<file path="src/rtl/ddr2_24x64_8_phy_alt_mem_phy_pll_phs_shft_ctrl_pkg.sv">
// Shared encodings for the PLL phase-shift controller.
// Holds the FSM states, the timeout counter width and the PLL direction encoding.
package ddr2_24x64_8_phy_alt_mem_phy_pll_phs_shft_ctrl_pkg;

  localparam int STATE_W = 3;

  localparam logic [STATE_W-1:0] ST_IDLE      = 3'd0;
  localparam logic [STATE_W-1:0] ST_SETUP     = 3'd1;
  localparam logic [STATE_W-1:0] ST_STEP      = 3'd2;
  localparam logic [STATE_W-1:0] ST_WAIT_LOW  = 3'd3;
  localparam logic [STATE_W-1:0] ST_WAIT_HIGH = 3'd4;
  localparam logic [STATE_W-1:0] ST_UPDATE    = 3'd5;

  localparam int TMO_CNT_W  = 8;
  localparam int HOLD_CNT_W = 3;

  localparam logic PLL_DIR_UP = 1'b1;

endpackage

</file>
<file path="src/rtl/ddr2_24x64_8_phy_alt_mem_phy_sync_2ff.sv">
// One-bit two-flop synchronizer for asynchronous PHY inputs.
// RESET_VAL sets the idle level both flops take on reset.
module ddr2_24x64_8_phy_alt_mem_phy_sync_2ff #(
  parameter logic RESET_VAL = 1'b1
) (
  input  logic clk,
  input  logic rst,
  input  logic async_in,
  output logic sync_out
);

  logic meta_p0;
  logic sync_p1;

  always_ff @(posedge clk) begin
    if (rst) begin
      meta_p0 <= RESET_VAL;
      sync_p1 <= RESET_VAL;
    end else begin
      meta_p0 <= async_in;
      sync_p1 <= meta_p0;
    end
  end

  assign sync_out = sync_p1;

endmodule

</file>
<file path="src/rtl/ddr2_24x64_8_phy_alt_mem_phy_pll_phs_shft_ctrl.sv">
// Turns sequencer phase-step requests into the ALTPLL dynamic phase-shift handshake
// and tracks each output counter's phase position modulo PLL_STEPS_PER_CYCLE.
module ddr2_24x64_8_phy_alt_mem_phy_pll_phs_shft_ctrl
  import ddr2_24x64_8_phy_alt_mem_phy_pll_phs_shft_ctrl_pkg::*;
#(
  parameter int CLOCK_INDEX_WIDTH   = 4,
  parameter int NUM_CLOCKS          = 10,
  parameter int PLL_STEPS_PER_CYCLE = 32,
  parameter int PHASE_WIDTH         = 5,
  parameter int STEP_HOLD_CYCLES    = 2,
  parameter int DONE_TIMEOUT        = 255
) (
  input  logic                         seq_clk,
  input  logic                         reset_seq,
  input  logic                         seq_pll_start_reconfig,
  input  logic [CLOCK_INDEX_WIDTH-1:0] seq_pll_select,
  input  logic                         seq_pll_inc_dec_n,
  output logic                         phs_shft_busy,
  output logic [CLOCK_INDEX_WIDTH-1:0] pll_phasecounterselect,
  output logic                         pll_phaseupdown,
  output logic                         pll_phasestep,
  input  logic                         pll_phasedone,
  input  logic [CLOCK_INDEX_WIDTH-1:0] phase_rd_index,
  output logic [PHASE_WIDTH-1:0]       phase_rd_value,
  output logic                         shift_err_bad_index,
  output logic                         shift_err_timeout,
  output logic                         shift_err_overrun
);

  localparam logic [CLOCK_INDEX_WIDTH:0] NUM_CLOCKS_W = (CLOCK_INDEX_WIDTH+1)'(NUM_CLOCKS);
  localparam logic [PHASE_WIDTH-1:0]     PHASE_MAX    = PHASE_WIDTH'(PLL_STEPS_PER_CYCLE - 1);
  localparam logic [HOLD_CNT_W-1:0]      HOLD_LAST    = HOLD_CNT_W'(STEP_HOLD_CYCLES - 1);
  localparam logic [TMO_CNT_W-1:0]       TMO_LAST     = TMO_CNT_W'(DONE_TIMEOUT - 1);

  logic [STATE_W-1:0]     state_q;
  logic [HOLD_CNT_W-1:0]  hold_cnt_q;
  logic [TMO_CNT_W-1:0]   tmo_cnt_q;
  logic [PHASE_WIDTH-1:0] phase_q [NUM_CLOCKS];
  logic                   done_s;
  logic                   sel_in_range;
  logic                   rd_in_range;

  function automatic logic [PHASE_WIDTH-1:0] next_phase(input logic [PHASE_WIDTH-1:0] cur,
                                                        input logic up);
    if (up == PLL_DIR_UP)
      return (cur == PHASE_MAX) ? '0 : cur + PHASE_WIDTH'(1);
    else
      return (cur == '0) ? PHASE_MAX : cur - PHASE_WIDTH'(1);
  endfunction

  // phasedone idles high, so the synchronizer resets high to avoid a false handshake edge
  ddr2_24x64_8_phy_alt_mem_phy_sync_2ff #(
    .RESET_VAL (1'b1)
  ) u_done_sync (
    .clk      (seq_clk),
    .rst      (reset_seq),
    .async_in (pll_phasedone),
    .sync_out (done_s)
  );

  assign sel_in_range = {1'b0, seq_pll_select} < NUM_CLOCKS_W;
  assign rd_in_range  = {1'b0, phase_rd_index} < NUM_CLOCKS_W;

  always_ff @(posedge seq_clk) begin
    if (reset_seq) begin
      state_q                <= ST_IDLE;
      hold_cnt_q             <= '0;
      tmo_cnt_q              <= '0;
      phs_shft_busy          <= 1'b0;
      pll_phasestep          <= 1'b0;
      pll_phaseupdown        <= 1'b0;
      pll_phasecounterselect <= '0;
      phase_rd_value         <= '0;
      shift_err_bad_index    <= 1'b0;
      shift_err_timeout      <= 1'b0;
      shift_err_overrun      <= 1'b0;
      for (int i = 0; i < NUM_CLOCKS; i++) phase_q[i] <= '0;
    end else begin
      phase_rd_value <= rd_in_range ? phase_q[phase_rd_index] : '0;

      if (seq_pll_start_reconfig && (state_q != ST_IDLE))
        shift_err_overrun <= 1'b1;

      case (state_q)
        ST_IDLE: begin
          if (seq_pll_start_reconfig) begin
            if (sel_in_range) begin
              pll_phasecounterselect <= seq_pll_select;
              pll_phaseupdown        <= seq_pll_inc_dec_n;
              phs_shft_busy          <= 1'b1;
              state_q                <= ST_SETUP;
            end else begin
              shift_err_bad_index <= 1'b1;
            end
          end
        end
        ST_SETUP: begin
          hold_cnt_q    <= '0;
          pll_phasestep <= 1'b1;
          state_q       <= ST_STEP;
        end
        ST_STEP: begin
          if (hold_cnt_q == HOLD_LAST) begin
            pll_phasestep <= 1'b0;
            tmo_cnt_q     <= '0;
            state_q       <= ST_WAIT_LOW;
          end else begin
            hold_cnt_q <= hold_cnt_q + HOLD_CNT_W'(1);
          end
        end
        ST_WAIT_LOW, ST_WAIT_HIGH: begin
          tmo_cnt_q <= tmo_cnt_q + TMO_CNT_W'(1);
          if ((state_q == ST_WAIT_LOW) && !done_s) begin
            state_q <= ST_WAIT_HIGH;
          end else if ((state_q == ST_WAIT_HIGH) && done_s) begin
            state_q <= ST_UPDATE;
          end else if (tmo_cnt_q == TMO_LAST) begin
            shift_err_timeout <= 1'b1;
            phs_shft_busy     <= 1'b0;
            state_q           <= ST_IDLE;
          end
        end
        ST_UPDATE: begin
          phase_q[pll_phasecounterselect] <= next_phase(phase_q[pll_phasecounterselect],
                                                        pll_phaseupdown);
          phs_shft_busy <= 1'b0;
          state_q       <= ST_IDLE;
        end
        default: begin
          pll_phasestep <= 1'b0;
          phs_shft_busy <= 1'b0;
          state_q       <= ST_IDLE;
        end
      endcase
    end
  end

endmodule

</file>
<file path="config.mk">
export PLATFORM = sky130hd
export DESIGN_NAME = ddr2_24x64_8_phy_alt_mem_phy_pll_phs_shft_ctrl
export DESIGN_NICKNAME = d
export VERILOG_FILES = /design/src/rtl/ddr2_24x64_8_phy_alt_mem_phy_pll_phs_shft_ctrl_pkg.sv /design/src/rtl/ddr2_24x64_8_phy_alt_mem_phy_sync_2ff.sv /design/src/rtl/ddr2_24x64_8_phy_alt_mem_phy_pll_phs_shft_ctrl.sv
export SDC_FILE = /design/constraint.sdc
export NUM_CORES = 1
export LEC_CHECK = 0
export ABC_AREA = 1
export CORE_ASPECT_RATIO = 1.25
export CORE_MARGIN = 2
export CORE_UTILIZATION = 60
export DETAILED_ROUTE_END_ITERATION = 8
export DONT_BUFFER_PORTS = 1
export GPL_ROUTABILITY_DRIVEN = 0
export GPL_TIMING_DRIVEN = 0
export PLACE_DENSITY_LB_ADDON = 0.05
export SYNTH_ARGS = -nofsm -noshare
export SYNTH_HDL_FRONTEND = slang
export SYNTH_SLANG_ARGS = --single-unit
</file>
<file path="constraint.sdc">
create_clock -name seq_clk -period 4.6 [get_ports seq_clk]
set_input_delay 0 -clock seq_clk [delete_from_list [all_inputs] [get_ports seq_clk]]
set_output_delay 0 -clock seq_clk [all_outputs]
set_load 0.01 [all_outputs]
</file>
# [Word level (Yosys, flattened, before mapping)]
# Memory sizes are Yosys's and may differ from the RTL's. A register that Yosys moved wholly into a read port is not among the register bits.
# Index checks and enable logic that the tools add are counted.
[classes] n_addsub=4 magnitude_cmp=2 n_eq_ne=16 mux=34 bitwise=6 n_reduce_logical=22
[op_table] cell="5-bit two-way mux" count=6
[op_table] cell="3-bit two-way mux" count=7
[op_table] cell="8-bit case mux with 2 select lines" count=1
[op_table] cell="2-bit != test, second input constant" count=7
[op_table] cell="1-bit two-way mux" count=12
[op_table] cell="4-bit two-way mux" count=3
[op_table] cell="3-bit case mux with 4 select lines" count=1
[op_table] cell="8-bit by 1-bit adder with 8-bit output, second input constant" count=1
[op_table] cell="8-bit equality test, second input constant" count=1
[op_table] cell="4-bit < comparator, second input constant" count=2
[op_table] cell="8-bit two-way mux" count=1
[op_table] cell="4-bit AND reduction" count=2
[op_table] cell="3-bit by 1-bit equality test with 1-bit output, second input constant" count=2
[op_table] cell="3-bit by 2-bit equality test with 1-bit output, second input constant" count=2
[op_table] cell="3-bit equality test, second input constant" count=2
[op_table] cell="1-bit NOT" count=6
[op_table] cell="1-bit case mux with 3 select lines" count=2
[op_table] cell="3-bit case mux with 2 select lines" count=1
[op_table] cell="2-bit AND reduction" count=3
[op_table] cell="3-bit AND reduction" count=2
[op_table] cell="6-bit AND reduction" count=1
[op_table] cell="2-bit OR reduction" count=3
[op_table] cell="5-bit by 1-bit adder with 5-bit output, second input constant" count=1
[op_table] cell="5-bit equality test, second input constant" count=1
[op_table] cell="11 further kinds" count=14
[word_totals] register_bits=26 ram_bits=50 in_bits=13 out_inout_bits=15 word_cells=97 n_memories=1
[memory_table] memory="phase_q" words=10 width=5 read_ports=2 rd_ports_with_merged_regs=2 wr=10 line="ddr2_24x64_8_phy_alt_mem_phy_pll_phs_shft_ctrl.sv:38" text="logic [PHASE_WIDTH-1:0] phase_q [NUM_CLOCKS];"

# [Longest topological paths before layout]
# Gate-level depths: netlist (run 1).
[depth] ltp_word=6 mapped_depth=17

# [Modules after synthesis]
# A second synthesis (run 1) with hierarchy kept.
[unflattened] cells_unflattened=695 area_unflattened_um2=5781.8
[by_module_without_submodules] mod="ddr2_24x64_8_phy_alt_mem_phy_pll_phs_shft_ctrl" n_inst=1 cells_each=688 area_each_um2=5723.0
[by_module_without_submodules] mod="ddr2_24x64_8_phy_alt_mem_phy_sync_2ff" n_inst=1 cells_each=7 area_each_um2=58.8

# [Worst setup path after synthesis (run 1)]
# No wires, ideal clock.
[synth_path] path_kind="register -> register" from="register with a tool-made name" to="memory phase_q[0][1], data pin" arrival_time_ns=2.343 t_required_ns=4.458 path_slack_ns=2.114 stages_incl_launch_ff=15 path_buffers=2 period_less_slack_ns=2.486 cell_sequence="dfxtp_1 buf_4 inv_2 buf_4 nor2_1 nand2_1 nand3_1 nand3_1 nand2_2 inv_1 ha_1 or2_2 a21oi_1 clkinv_1 nor2_1"
[synth_lines] element="to (decl)" line="ddr2_24x64_8_phy_alt_mem_phy_pll_phs_shft_ctrl.sv:38"

==> impl_summary.log, run 1 <==
INFO  metric status = finished clean
INFO  metric totalNegativeSetupSlack = 0 ns
INFO  metric timing.final.setup_violations = 0
INFO  metric cts_post_setup_buffers_inserted = 0
INFO  metric clock_latency_of_the_later_clocked_register_in_the_worst_skew_pair = 0.42 ns
INFO  metric crit_path_end_kind = flip-flop
INFO  metric yosys_most_used_dff = edfxtp_1
INFO  metric wl_per_cell = 17.3 um
INFO  metric timing.critical_path.cells = buf_4 > inv_2 > buf_2 > nand3_1 > nand3_1 > nand3_1 > nand2_2 > inv_1 > ha_1 > or2_2 > a21oi_1 > clkinv_1 > nor2_1
INFO  metric peakVddDrop = 0.334 mV
INFO  metric cap_viol_max_count = 0
INFO  metric synth.yosys.seq_area_share = 54.0%
INFO  metric antenna_cells_inserted = 0
INFO  metric first_iter_violations = 559
INFO  metric power.switching = 0.00101 W
INFO  metric critical-path-slowest-cell = clkinv_1
INFO  metric rsz_0062_raised_after_global_routing = false
INFO  metric grt_antenna_before_repair = 0
INFO  metric power_frac_comb = 22.4%
INFO  metric postSynthRegisterBits = 115
INFO  metric grt_start_max_net_pins = 17
INFO  metric die_footprint = 10400 um^2
INFO  metric finalCoreUtilization = 70.8%
INFO  metric startpoint_type = flip-flop
INFO  metric timing.hold.worst.class = in2reg
INFO  metric die_w = 91.5 um
INFO  metric critical_path.most_common_cell = nand3_1
INFO  metric syn-num-nets = 705
INFO  metric drtAntennaViolNets = 0
INFO  metric clkPwrFrac = 38.4%
INFO  metric share_of_the_clock_period_used_by_the_worst_path_after_layout = 80.6%
INFO  metric wire_length_of_the_first_global_routing_pass = 23200 um
INFO  metric gr-usage-all-layers = 30.0%
INFO  metric htree_num_levels = 4
INFO  metric share_seq_of_total_power = 39.2%
INFO  metric crit_type = reg2reg
INFO  metric finalCriticalPeriod = 3.71 ns
INFO  metric cts_made_buffers = 17
INFO  metric critPathRequiredTime = 4.86 ns
INFO  metric netlist-cell-type-count = 38
INFO  metric flow.area_growth_from_synthesis = 13.7%
INFO  metric n_fill_cell = 678
INFO  metric finClkSkew = 0.00625 ns
INFO  metric grt_remaining_overflow = 0
INFO  metric synth.top_cell.area_share = 41.8%
INFO  metric grt_pass1_vias = 4578
INFO  metric port-buffer-count = 0
INFO  metric switching_share = 32.1%
INFO  metric dr_total_vias = 4872
INFO  metric drtPass1Iterations = 7
INFO  metric cts.clk_slew.worst_paths = 0.05 ns
INFO  metric initial_util = 62.3%
INFO  metric layout-drive-gt1-share = 9.78%
INFO  metric final_layout_net_count = 733
INFO  metric yosys-top-cells-area = edfxtp_1, dfxtp_1, nand2_1, nand3_1, inv_1
INFO  metric asyncSetResetFlopFracSynth = 0%
INFO  metric fin_total_pwr = 0.00313 W
INFO  metric post_synth_most_frequent_cells = nand2_1, inv_1, edfxtp_1, nor2_1, nand3_1
INFO  metric clock_tree.buffer_depth = 2
INFO  metric cts.root.buffer_cell = clkbuf_16
INFO  metric clkSinkCount = 115
INFO  metric timing.final.hold_violations = 0
INFO  metric post-dp-hpwl = 10600 um
INFO  metric synth_most_common_cell = nand2_1
INFO  metric syn_avg_cell_area = 8.38 um^2
INFO  metric critPathMaxStageDelay = 0.62 ns
INFO  metric die_height = 113 um
INFO  metric timing.critical_path.arrival = 3.97 ns
INFO  metric synth.cell_area = 5740 um^2
INFO  metric post-route-drc-count = 0
INFO  metric timing.critical_path.fanout_max = 10
INFO  metric row_count = 39
INFO  metric timing.max_slew.rel_slack = 40.3%
INFO  metric boundaryPins = 28
INFO  metric avgViaCountPerCell = 5.74
INFO  metric finalHoldWorstSlack = 0.0768 ns
INFO  metric synth.largest_area_cell = edfxtp_1
INFO  metric cts_tree = built
INFO  metric syn-instance-count = 685
INFO  metric power_density_cells = 479 nW/um^2
INFO  metric p_int = 0.00212 W
INFO  metric timing_worst_slew_pin_value = 0.890 ns
INFO  metric max_freq = 270 MHz
INFO  metric rrSetupSlack = 0.89 ns
INFO  metric aggregate_routed_wire_length = 14700 um
INFO  metric core = 9220 um^2
INFO  metric final-max-slew-violation-count = 0
INFO  metric leakagePower = 2.65 nW
INFO  metric synth.yosys.warnings = 0
INFO  metric synth_edf_count = 80
## metal layers
layer  wire (um)  global-route usage, %
met3        1260                   6.87
met2        7080                   49.8
met5           0                      0
met1        5800                   37.3
met4         535                   14.3
## worst paths after layout
kind              cells past startpoint                 from                   end
setup / recovery                     13            flip-flop         phase_q[8][1]
hold reg to reg                       1  u_done_sync.meta_p0  u_done_sync.sync_out
setup reg to reg                     13            flip-flop         phase_q[8][1]
hold / removal                        5    seq_pll_select[2]       pll_phaseupdown
## state kept, by name (all words and copies together) (netlist names), named ones only
name,count
phase_q,80
tmo_cnt_q,8
phase_rd_value,5
pll_phasecounterselect,4
hold_cnt_q,3
state_q,3
phs_shft_busy,1
pll_phasestep,1
pll_phaseupdown,1
shift_err_bad_index,1
shift_err_overrun,1
shift_err_timeout,1
u_done_sync.meta_p0,1
u_done_sync.sync_out,1
## power by group through the flow
stage,clock (W),combinational [W],sequential [W]
floorplan,0,0.000503,0.00123
detailed placement,0,0.000672,0.00125
global placement,0,0.000649,0.00124
CTS,0.00120,0.000685,0.00123
finish,0.00120,0.000702,0.00123
global route,0.00125,0.000780,0.00124
## placed cells by master, fill, tap and decap left out, types with 2 or more instances in the layout
cell type      count
o211a_1            2
dlygate4sd3_1      9
nor2_1            80
o211ai_1          11
a21oi_1           38
clkinvlp_4         5
xor2_1             2
inv_6              2
inv_1             92
or2_2              5
nand3_1           73
ha_1               7
nor2_2            10
clkinv_1           4
dfxtp_1           35
clkbuf_16         17
nand4_1            2
inv_2              5
clkbuf_1          14
a211oi_1           4
nor3_1             7
o21ai_0           44
nand2_2            5
buf_4              4
nand3_2            2
nand2_1          140
clkinv_2           5
edfxtp_1          80
buf_2              7
## per-stage QoR
step                      cell area [um^2]  std cells  setup slack (ns)
after floorplan                       5740        685              2.11
after global placement                5900        808              1.08
after detailed placement              5900        808             0.925
after CTS                             6530        849             0.896
after global routing                  6530        849             0.634
final                                 6530        849             0.891
## final cells by class
cell class | count | area [um^2] | share of cell area (%)
repair buffers | 9 | 90.1 | 1.38
multi-input cells | 445 | 2140 | 32.8
well taps | 123 | 154 | 2.36
clock buffers | 18 | 429 | 6.57
plain buffers | 25 | 125 | 1.92
inverters | 100 | 375 | 5.75
flip-flops and latches | 115 | 3100 | 47.5
clock inverters | 14 | 114 | 1.74
## worst max-delay path: cells and delay by family (launching register included)
| kind | cells | cell delay (ns) |
|---|---|---|
| buffers and inverters | 5 | 1.17 |
| and+or+nand+nor | 6 | 1.14 |
| AOI/OAI and AO/OA | 1 | 0.61 |
| adders and majority gates | 1 | 0.32 |
| DFF | 1 | 0.30 |
## cell families (layout without fill, tap and decap cells)
group | Yosys count | in the layout | synth area share [%]
buffers and inverters | 125 | 166 | 8.71
DFF | 115 | 115 | 54.0
AOI/OAI and AO/OA | 105 | 105 | 10.3
and+or+nand+nor | 331 | 331 | 25.1
xor gates and xnor gates | 2 | 2 | 0.305
adders and majority gates | 7 | 7 | 1.52
## timing repair
| item | 4_1_cts | 5_1_grt |
|---|---|---|
| endpoints found under the hold margin | 19 | 0 |
| resized for setup | 0 | 0 |
| hold buffers | 9 | 0 |
(Power assumes the default switching activity.)
==> run 2, diff against run 1 <==
- clock period: 4.6 -> 3.9 ns (I/O delays scaled with it)
==> run 2 against run 1 <==
Final area unchanged. Critical path depth did not move. Core utilization unchanged. Critical path type unchanged. Sequential power rose by 18%. Sequential share of layout area unchanged. Clock power up 18%.
==> impl_summary.log, run 2 (same netlist as run 1, synthesis figures left out) <==
INFO  metric status = finished clean
INFO  metric power_density_cells = 565 nW/um^2 (+18%)
INFO  metric critPathRequiredTime = 4.17 ns (-0.69 ns)
INFO  metric startpoint_type = flip-flop
INFO  metric final_cell_mix = nand2_1, inv_1, nor2_1, edfxtp_1, nand3_1
INFO  metric layout-drive-gt1-share = 9.92% (+0.14 points)
INFO  metric first_iter_violations = 560 (+0.18%)
INFO  metric die_footprint = 10400 um^2 (unchanged)
INFO  metric boundaryPins = 28 (unchanged)
INFO  metric wl_per_cell = 17.3 um (about the same)
INFO  metric final_layout_net_count = 733 (unchanged)
INFO  metric max_flop_register = phase_q
INFO  metric grt_antenna_before_repair = 0 (unchanged)
INFO  metric grt_pass1_vias = 4578 (unchanged)
INFO  metric die_w = 91.5 um (unchanged)
INFO  metric timing.critical_path.arrival = 3.60 ns (-0.37 ns)
INFO  metric die_height = 113 um (unchanged)
INFO  metric n_fill_cell = 678 (unchanged)
INFO  metric grt_start_max_net_pins = 17 (unchanged)
INFO  metric clock_tree.buffer_depth = 2 (unchanged)
INFO  metric dpl_worst_slack = 0.225 ns (-0.700 ns)
INFO  metric crit_path_end_kind = flip-flop
INFO  metric finClkSkew = 0.00656 ns (+0.000315 ns)
INFO  metric rsz_0062_raised_after_global_routing = false
INFO  metric htree_num_levels = 4 (unchanged)
INFO  metric final_cells = 849 (unchanged)
INFO  metric place.detailed.instances = 808 (unchanged)
INFO  metric core = 9220 um^2 (unchanged)
INFO  metric timing.critical_path.cells = buf_4 > inv_2 > buf_2 > nand3_1 > nand3_1 > nand3_1 > nand2_2 > inv_1 > ha_1 > or2_2 > a21oi_1 > inv_2 > nor2_1
INFO  metric final-max-slew-violation-count = 0 (unchanged)
INFO  metric row_count = 39 (unchanged)
INFO  metric timing.critical_path.fanout_max = 10 (unchanged)
INFO  metric leakagePower = 2.65 nW (about the same)
INFO  metric timing_worst_slew_pin_value = 0.895 ns (+0.00454 ns)
INFO  metric cts_tree = built
INFO  metric top_regs = phase_q x80, tmo_cnt_q x8, phase_rd_value x5
INFO  metric clock_latency_of_the_later_clocked_register_in_the_worst_skew_pair = 0.42 ns (about the same)
INFO  metric clkSinkCount = 115 (unchanged)
INFO  metric drtPass1Iterations = 7 (unchanged)
INFO  metric post-route-drc-count = 0 (unchanged)
INFO  metric rrSetupSlack = 0.57 ns (-0.32 ns)
INFO  metric drtAntennaViolNets = 0 (unchanged)
INFO  metric timing.hold.worst.class = in2reg
INFO  metric dr_total_vias = 4869 (-0.062%)
INFO  metric fin_total_pwr = 0.00369 W (+18%)
INFO  metric timing.max_slew.rel_slack = 40.0% (-0.30 points)
INFO  metric wire_length_of_the_first_global_routing_pass = 23200 um (unchanged)
INFO  metric totalNegativeSetupSlack = 0 ns (unchanged)
INFO  metric antenna_cells_inserted = 0 (unchanged)
INFO  metric mostFrequentLayoutCell = nand2_1
INFO  metric cts.root.buffer_cell = clkbuf_16
INFO  metric aggregate_routed_wire_length = 14700 um (about the same)
INFO  metric critPathMaxStageDelay = 0.63 ns (about the same)
INFO  metric cts_made_buffers = 17 (unchanged)
INFO  metric finalHoldWorstSlack = 0.0784 ns (+0.00157 ns)
INFO  metric critical-path-slowest-cell = a21oi_1
INFO  metric cap_viol_max_count = 0 (unchanged)
INFO  metric timing.final.setup_violations = 0 (unchanged)
INFO  metric crit_type = reg2reg
INFO  metric cts.clk_slew.worst_paths = 0.05 ns (about the same)
INFO  metric port-buffer-count = 0 (unchanged)
INFO  metric timing.final.hold_violations = 0 (unchanged)
INFO  metric peakVddDrop = 0.394 mV (+18%)
INFO  metric fin_ws = 0.566 ns (-0.325 ns)
INFO  metric max_freq = 300 MHz (+11%)
INFO  metric grt_remaining_overflow = 0 (unchanged)
INFO  metric avgViaCountPerCell = 5.73 (about the same)
INFO  metric initial_util = 62.3% (unchanged)
INFO  metric largest_register_ff_count = 80 (unchanged)
INFO  metric gr-usage-all-layers = 30.0% (unchanged)
INFO  metric critical_path.most_common_cell = nand3_1
INFO  metric share_of_the_clock_period_used_by_the_worst_path_after_layout = 85.5% (+4.9 points)
INFO  metric flow.area_growth_from_synthesis = 13.7% (unchanged)
INFO  metric post-dp-hpwl = 10600 um (unchanged)
INFO  metric finalCriticalPeriod = 3.33 ns (-0.375 ns)
[run 2: metrics by stage]
step	instance area (um^2)	util, %
finish	6530	70.8
floorplan	5740	-
CTS	6530	70.8
global route	6530	70.8
detailed placement	5900	63.9
global placement	5900	63.9
[run 2: worst max-delay path: cells and delay by family (launching register included)]
kind / cells / cell delay (ns)
AOI/OAI and AO/OA: 1 / 0.63
adders and majority gates: 1 / 0.31
DFF: 1 / 0.29
and+or+nand+nor: 6 / 1.06
buffers and inverters: 5 / 0.89
[run 2: repair_timing]
item	CTS	global route
hold endpoints to repair	19	0
endpoints found under the setup margin	0	5
gates resized for setup	0	1
buffers inserted	0	0
hold buffers	9	0
[run 2: cell type report]
cell class | count | area, um^2 | area share, %
sequential | 115 | 3100 | 47.5
tap | 123 | 154 | 2.36
inverter | 100 | 375 | 5.75
multi-input combinational | 445 | 2140 | 32.8
timing repair buffer | 9 | 90.1 | 1.38
clock inverter | 14 | 114 | 1.74
buffer | 25 | 125 | 1.92
clock buffer | 18 | 429 | 6.57
[run 2: routing by layer]
| layer | wire length (um) | vias to the layer above | global-route usage, % | share of wire [%] |
|---|---|---|---|---|
| li1 | - | 2320 | - | - |
| met1 | 5760 | 2229 | 37.3 | 39 |
| met2 | 7130 | 268 | 49.8 | 49 |
| met3 | 1290 | 52 | 6.87 | 8.8 |
| met4 | 496 | 0 | 14.3 | 3.4 |
| met5 | 0 | - | 0 | 0 |
[run 2: worst paths after layout]
path	endpoint	from	depth (start not counted)
min reg2reg	u_done_sync.sync_out	u_done_sync.meta_p0	1
max	phase_q[8][1]	flip-flop	13
max reg2reg	phase_q[8][1]	flip-flop	13
min	pll_phaseupdown	seq_pll_select[2]	5
[run 2: report_power, final]
part	switching, W	total (W)	internal (W)
Clock	0.000549	0.00142	0.000867
Sequential	0.0000757	0.00145	0.00137
Combinational	0.000561	0.000828	0.000267
==> run 3, diff against run 2 <==
- SYNTH_HIERARCHICAL: default -> 1
==> run 3 against run 2 <==
Critical path depth is the same. Power grew 7.0%. Sequential cell count is the same. Combinational power grew 2%. Count of clock-buffer cells in the layout grew 12.
==> impl_summary.log, run 3 <==
INFO  metric top_regs = phase_q x80, tmo_cnt_q x8, phase_rd_value x5
INFO  metric yosys-top-cells-area = edfxtp_1, dfxtp_1, nand2_1, inv_1, nand3_1
INFO  metric power_frac_comb = 21.3% (-1.1 points)
INFO  metric grt_antenna_before_repair = 0 (unchanged)
INFO  metric timing_worst_slew_pin_value = 1.07 ns (+0.179 ns)
INFO  metric fin_area = 6710 um^2 (+2.8%)
INFO  metric peakVddDrop = 0.433 mV (+9.9%)
INFO  metric clkPwrFrac = 42.0% (+3.6 points)
INFO  metric timing.rr.end = phase_q[1][1]
INFO  metric final_cells = 864 (+1.8%)
INFO  metric critPathRequiredTime = 4.16 ns (about the same)
INFO  metric clock_tree.buffer_depth = 2 (unchanged)
INFO  metric grt_pass1_vias = 4846 (+5.9%)
INFO  metric asyncSetResetFlopFracSynth = 0% (unchanged)
INFO  metric final-max-slew-violation-count = 0 (unchanged)
INFO  metric timing.critical_path.fanout_max = 10 (unchanged)
INFO  metric htree_num_levels = 4 (unchanged)
INFO  metric synth_most_common_cell = nand2_1
INFO  metric synth.yosys.warnings = 6 (+6)
INFO  metric critical_path.n_buffers_inverters = 5 (unchanged)
INFO  metric fin_total_pwr = 0.00395 W (+7.0%)
INFO  metric gr-usage-all-layers = 30.0% (+0.038 points)
INFO  metric status = finished clean
INFO  metric timing.final.hold_violations = 0 (unchanged)
INFO  metric row_count = 40 (+2.6%)
INFO  metric grt_start_max_net_pins = 17 (unchanged)
INFO  metric share_seq_of_total_power = 36.7% (-2.5 points)
INFO  metric drtAntennaViolNets = 0 (unchanged)
INFO  metric port-buffer-count = 0 (unchanged)
INFO  metric worstHoldStart = reset_seq
INFO  metric finClkSkew = 0.00737 ns (+0.000808 ns)
INFO  metric max_freq = 295 MHz (-1.7%)
INFO  metric aggregate_routed_wire_length = 15000 um (+2.3%)
INFO  metric boundaryPins = 28 (unchanged)
INFO  metric syn_avg_cell_area = 8.32 um^2 (-0.77%)
INFO  metric post-route-drc-count = 0 (unchanged)
INFO  metric core = 9510 um^2 (+3.1%)
INFO  metric grt_remaining_overflow = 0 (unchanged)
INFO  metric synth.largest_area_cell = edfxtp_1
INFO  metric post_place_instance_area = 5940 um^2 (+0.72%)
INFO  metric synth.cell_area = 5780 um^2 (+0.68%)
INFO  metric totalNegativeSetupSlack = 0 ns (unchanged)
INFO  metric largest_register_ff_count = 80 (unchanged)
INFO  metric synth_edf_count = 80 (unchanged)
INFO  metric crit_type = reg2reg
INFO  metric die_height = 114 um (+0.32%)
INFO  metric timing.critical_path.arrival = 3.65 ns (+0.05 ns)
INFO  metric finalCoreUtilization = 70.6% (-0.21 points)
INFO  metric switching_share = 30.0% (-2.1 points)
INFO  metric startpoint_type = flip-flop
INFO  metric cts.repair.resized = 0 (unchanged)
INFO  metric worst_hold_path.endpoint = tmo_cnt_q[1]
INFO  metric post_synth_most_frequent_cells = nand2_1, inv_1, nor2_1, edfxtp_1, nand3_1
INFO  metric wire_length_of_the_first_global_routing_pass = 23500 um (+1.3%)
INFO  metric cts_made_buffers = 17 (unchanged)
INFO  metric hold_depth = 2 (-3)
INFO  metric n_fill_cell = 758 (+12%)
INFO  metric flow.area_growth_from_synthesis = 16.1%
INFO  metric leakagePower = 2.77 nW (+4.8%)
INFO  metric final_cell_mix = nand2_1, inv_1, nor2_1, edfxtp_1, nand3_1
INFO  metric dr_total_vias = 4988 (+2.4%)
INFO  metric wl_per_cell = 17.4 um (+0.54%)
INFO  metric mostFrequentLayoutCell = nand2_1
INFO  metric critical-path-slowest-cell = clkinv_1
INFO  metric die_w = 91.8 um (+0.32%)
INFO  metric antenna_cells_inserted = 0 (unchanged)
INFO  metric p_int = 0.00276 W (+10%)
INFO  metric post-dp-hpwl = 10500 um (-0.72%)
INFO  metric share_of_the_clock_period_used_by_the_worst_path_after_layout = 86.9% (+1.4 points)
INFO  metric max_flop_register = phase_q
INFO  metric cell_type_group_with_the_largest_total_delay_on_the_critical_path = buffers and inverters
INFO  metric yosys_most_used_dff = edfxtp_1
INFO  metric timing.final.setup_violations = 0 (unchanged)
INFO  metric cts.clk_slew.worst_paths = 0.05 ns (about the same)
INFO  metric die_footprint = 10400 um^2 (+0.64%)
INFO  metric cts_tree = built
INFO  metric finalCriticalPeriod = 3.39 ns (+0.0565 ns)
INFO  metric syn-num-nets = 715 (+1.4%)
INFO  metric postSynthRegisterBits = 115 (unchanged)
INFO  metric cts_post_setup_buffers_inserted = 0 (unchanged)
INFO  metric clkSinkCount = 115 (unchanged)
INFO  metric power_density_cells = 588 nW/um^2 (+4.1%)
INFO  metric synth.top_cell.area_share = 41.5% (-0.28 points)
INFO  metric cts_hold_buf = 11 (+2)
INFO  metric final_layout_net_count = 745 (+1.6%)
INFO  metric crit_path_end_kind = flip-flop
INFO  metric syn-instance-count = 695 (+1.5%)
INFO  metric netlist-cell-type-count = 39 (+2.6%)
INFO  metric rrSetupSlack = 0.51 ns (-0.06 ns)
INFO  metric avgViaCountPerCell = 5.77 (+0.67%)
INFO  metric rr_worst_depth = 13 (unchanged)
INFO  metric clock_latency_of_the_later_clocked_register_in_the_worst_skew_pair = 0.42 ns (about the same)
INFO  metric critPathMaxStageDelay = 0.50 ns (-0.13 ns)
INFO  metric first_iter_violations = 553 (-1.3%)
INFO  metric timing.critical_path.cells = buf_4 > inv_2 > buf_2 > nand3_1 > nand3_1 > nand3_1 > nand2_2 > inv_1 > ha_1 > or2_2 > a21oi_1 > clkinv_1 > nor2_1
INFO  metric timing.hold.worst.class = in2reg
INFO  metric initial_util = 60.8% (-1.5 points)
INFO  metric cap_viol_max_count = 0 (unchanged)
INFO  metric power.switching = 0.00119 W (about the same)
INFO  metric cts.root.buffer_cell = clkbuf_16
INFO  metric place.detailed.instances = 821 (+1.6%)
INFO  metric timing.max_slew.rel_slack = 27.9% (-12 points)
INFO  metric synth.yosys.seq_area_share = 53.7% (-0.36 points)
INFO  metric critical_path.most_common_cell = nand3_1
INFO  metric layout-drive-gt1-share = 9.62% (-0.30 points)
INFO  metric rsz_0062_raised_after_global_routing = false
INFO  metric drtPass1Iterations = 6 (-1)
## run 3: cell count changes after synthesis, sizes merged, moves of 2 or more
| cell | change |
|---|---|
| or2 | -4 |
| nor3 | +4 |
| nor2 | +4 |
| clkbuf | -2 |
| nand2 | +4 |
| o21ai | +2 |
| inv | +8 |
| a211oi | -3 |
## run 3: worst max path at each step
stage	from	endpoint	slack, ns	cells past startpoint
global placement	flip-flop	phase_q[7][1]	0.61	13
global route	flip-flop	phase_q[5][1]	0.25	13
CTS	flip-flop	phase_q[5][1]	0.49	13
detailed placement	flip-flop	phase_q[1][1]	0.54	13
floorplan	flip-flop	phase_q[0][1]	1.40	14
finish	flip-flop	phase_q[1][1]	0.51	13
## run 3: metrics by stage
step	hold slack (ns)	setup WS, ns
2_1_floorplan	0.0691	1.40
3_3_place_gp	0.0829	0.613
3_5_place_dp	0.0795	0.538
4_1_cts	0.0229	0.490
5_1_grt	0.0680	0.247
6_report	0.0266	0.510
## run 3: worst register-to-register path: stages, from the launching register on
cell,delay [ns]
dfxtp_1,0.30
buf_4,0.17
inv_2,0.10
buf_2,0.27
nand3_1,0.12
nand3_1,0.10
nand3_1,0.14
nand2_2,0.17
inv_1,0.10
ha_1,0.29
or2_2,0.27
a21oi_1,0.49
clkinv_1,0.50
nor2_1,0.22
## run 3: cell families after synthesis
logic type,synth area share (%)
DFF,53.7
and+or+nand+nor,25.7
adders and majority gates,1.51
xor gates and xnor gates,0.303
AOI/OAI and AO/OA,9.76
buffers and inverters,9.09
## run 3: cell type report
type	count	area, um^2	area share (%)
clock inverters	2	12.5	0.186
multi-input cells	448	2150	32.1
plain buffers	24	120	1.79
well taps	126	158	2.35
flip-flops and latches	115	3100	46.2
clock buffers	30	651	9.69
repair buffers	11	110	1.64
inverters	108	405	6.04
## run 3: per-layer routing
metal | part of all wire [%] | global-route usage [%] | wire, um | vias up
met3 | 8.6 | 8.59 | 1300 | 51
li1 | - | - | - | 2342
met4 | 3.1 | 13.8 | 467 | 0
met5 | 0 | 0 | 0 | -
met1 | 38 | 35.0 | 5690 | 2308
met2 | 50 | 51.5 | 7560 | 287
## run 3: power by group through the flow
stage / logic [W] / clock network (W) / registers (W)
final: 0.000843 / 0.00166 / 0.00145
after global routing: 0.000936 / 0.00171 / 0.00146
after detailed placement: 0.000807 / 0 / 0.00147
after CTS: 0.000830 / 0.00166 / 0.00145
after global placement: 0.000787 / 0 / 0.00147
after floorplan: 0.000620 / 0 / 0.00145
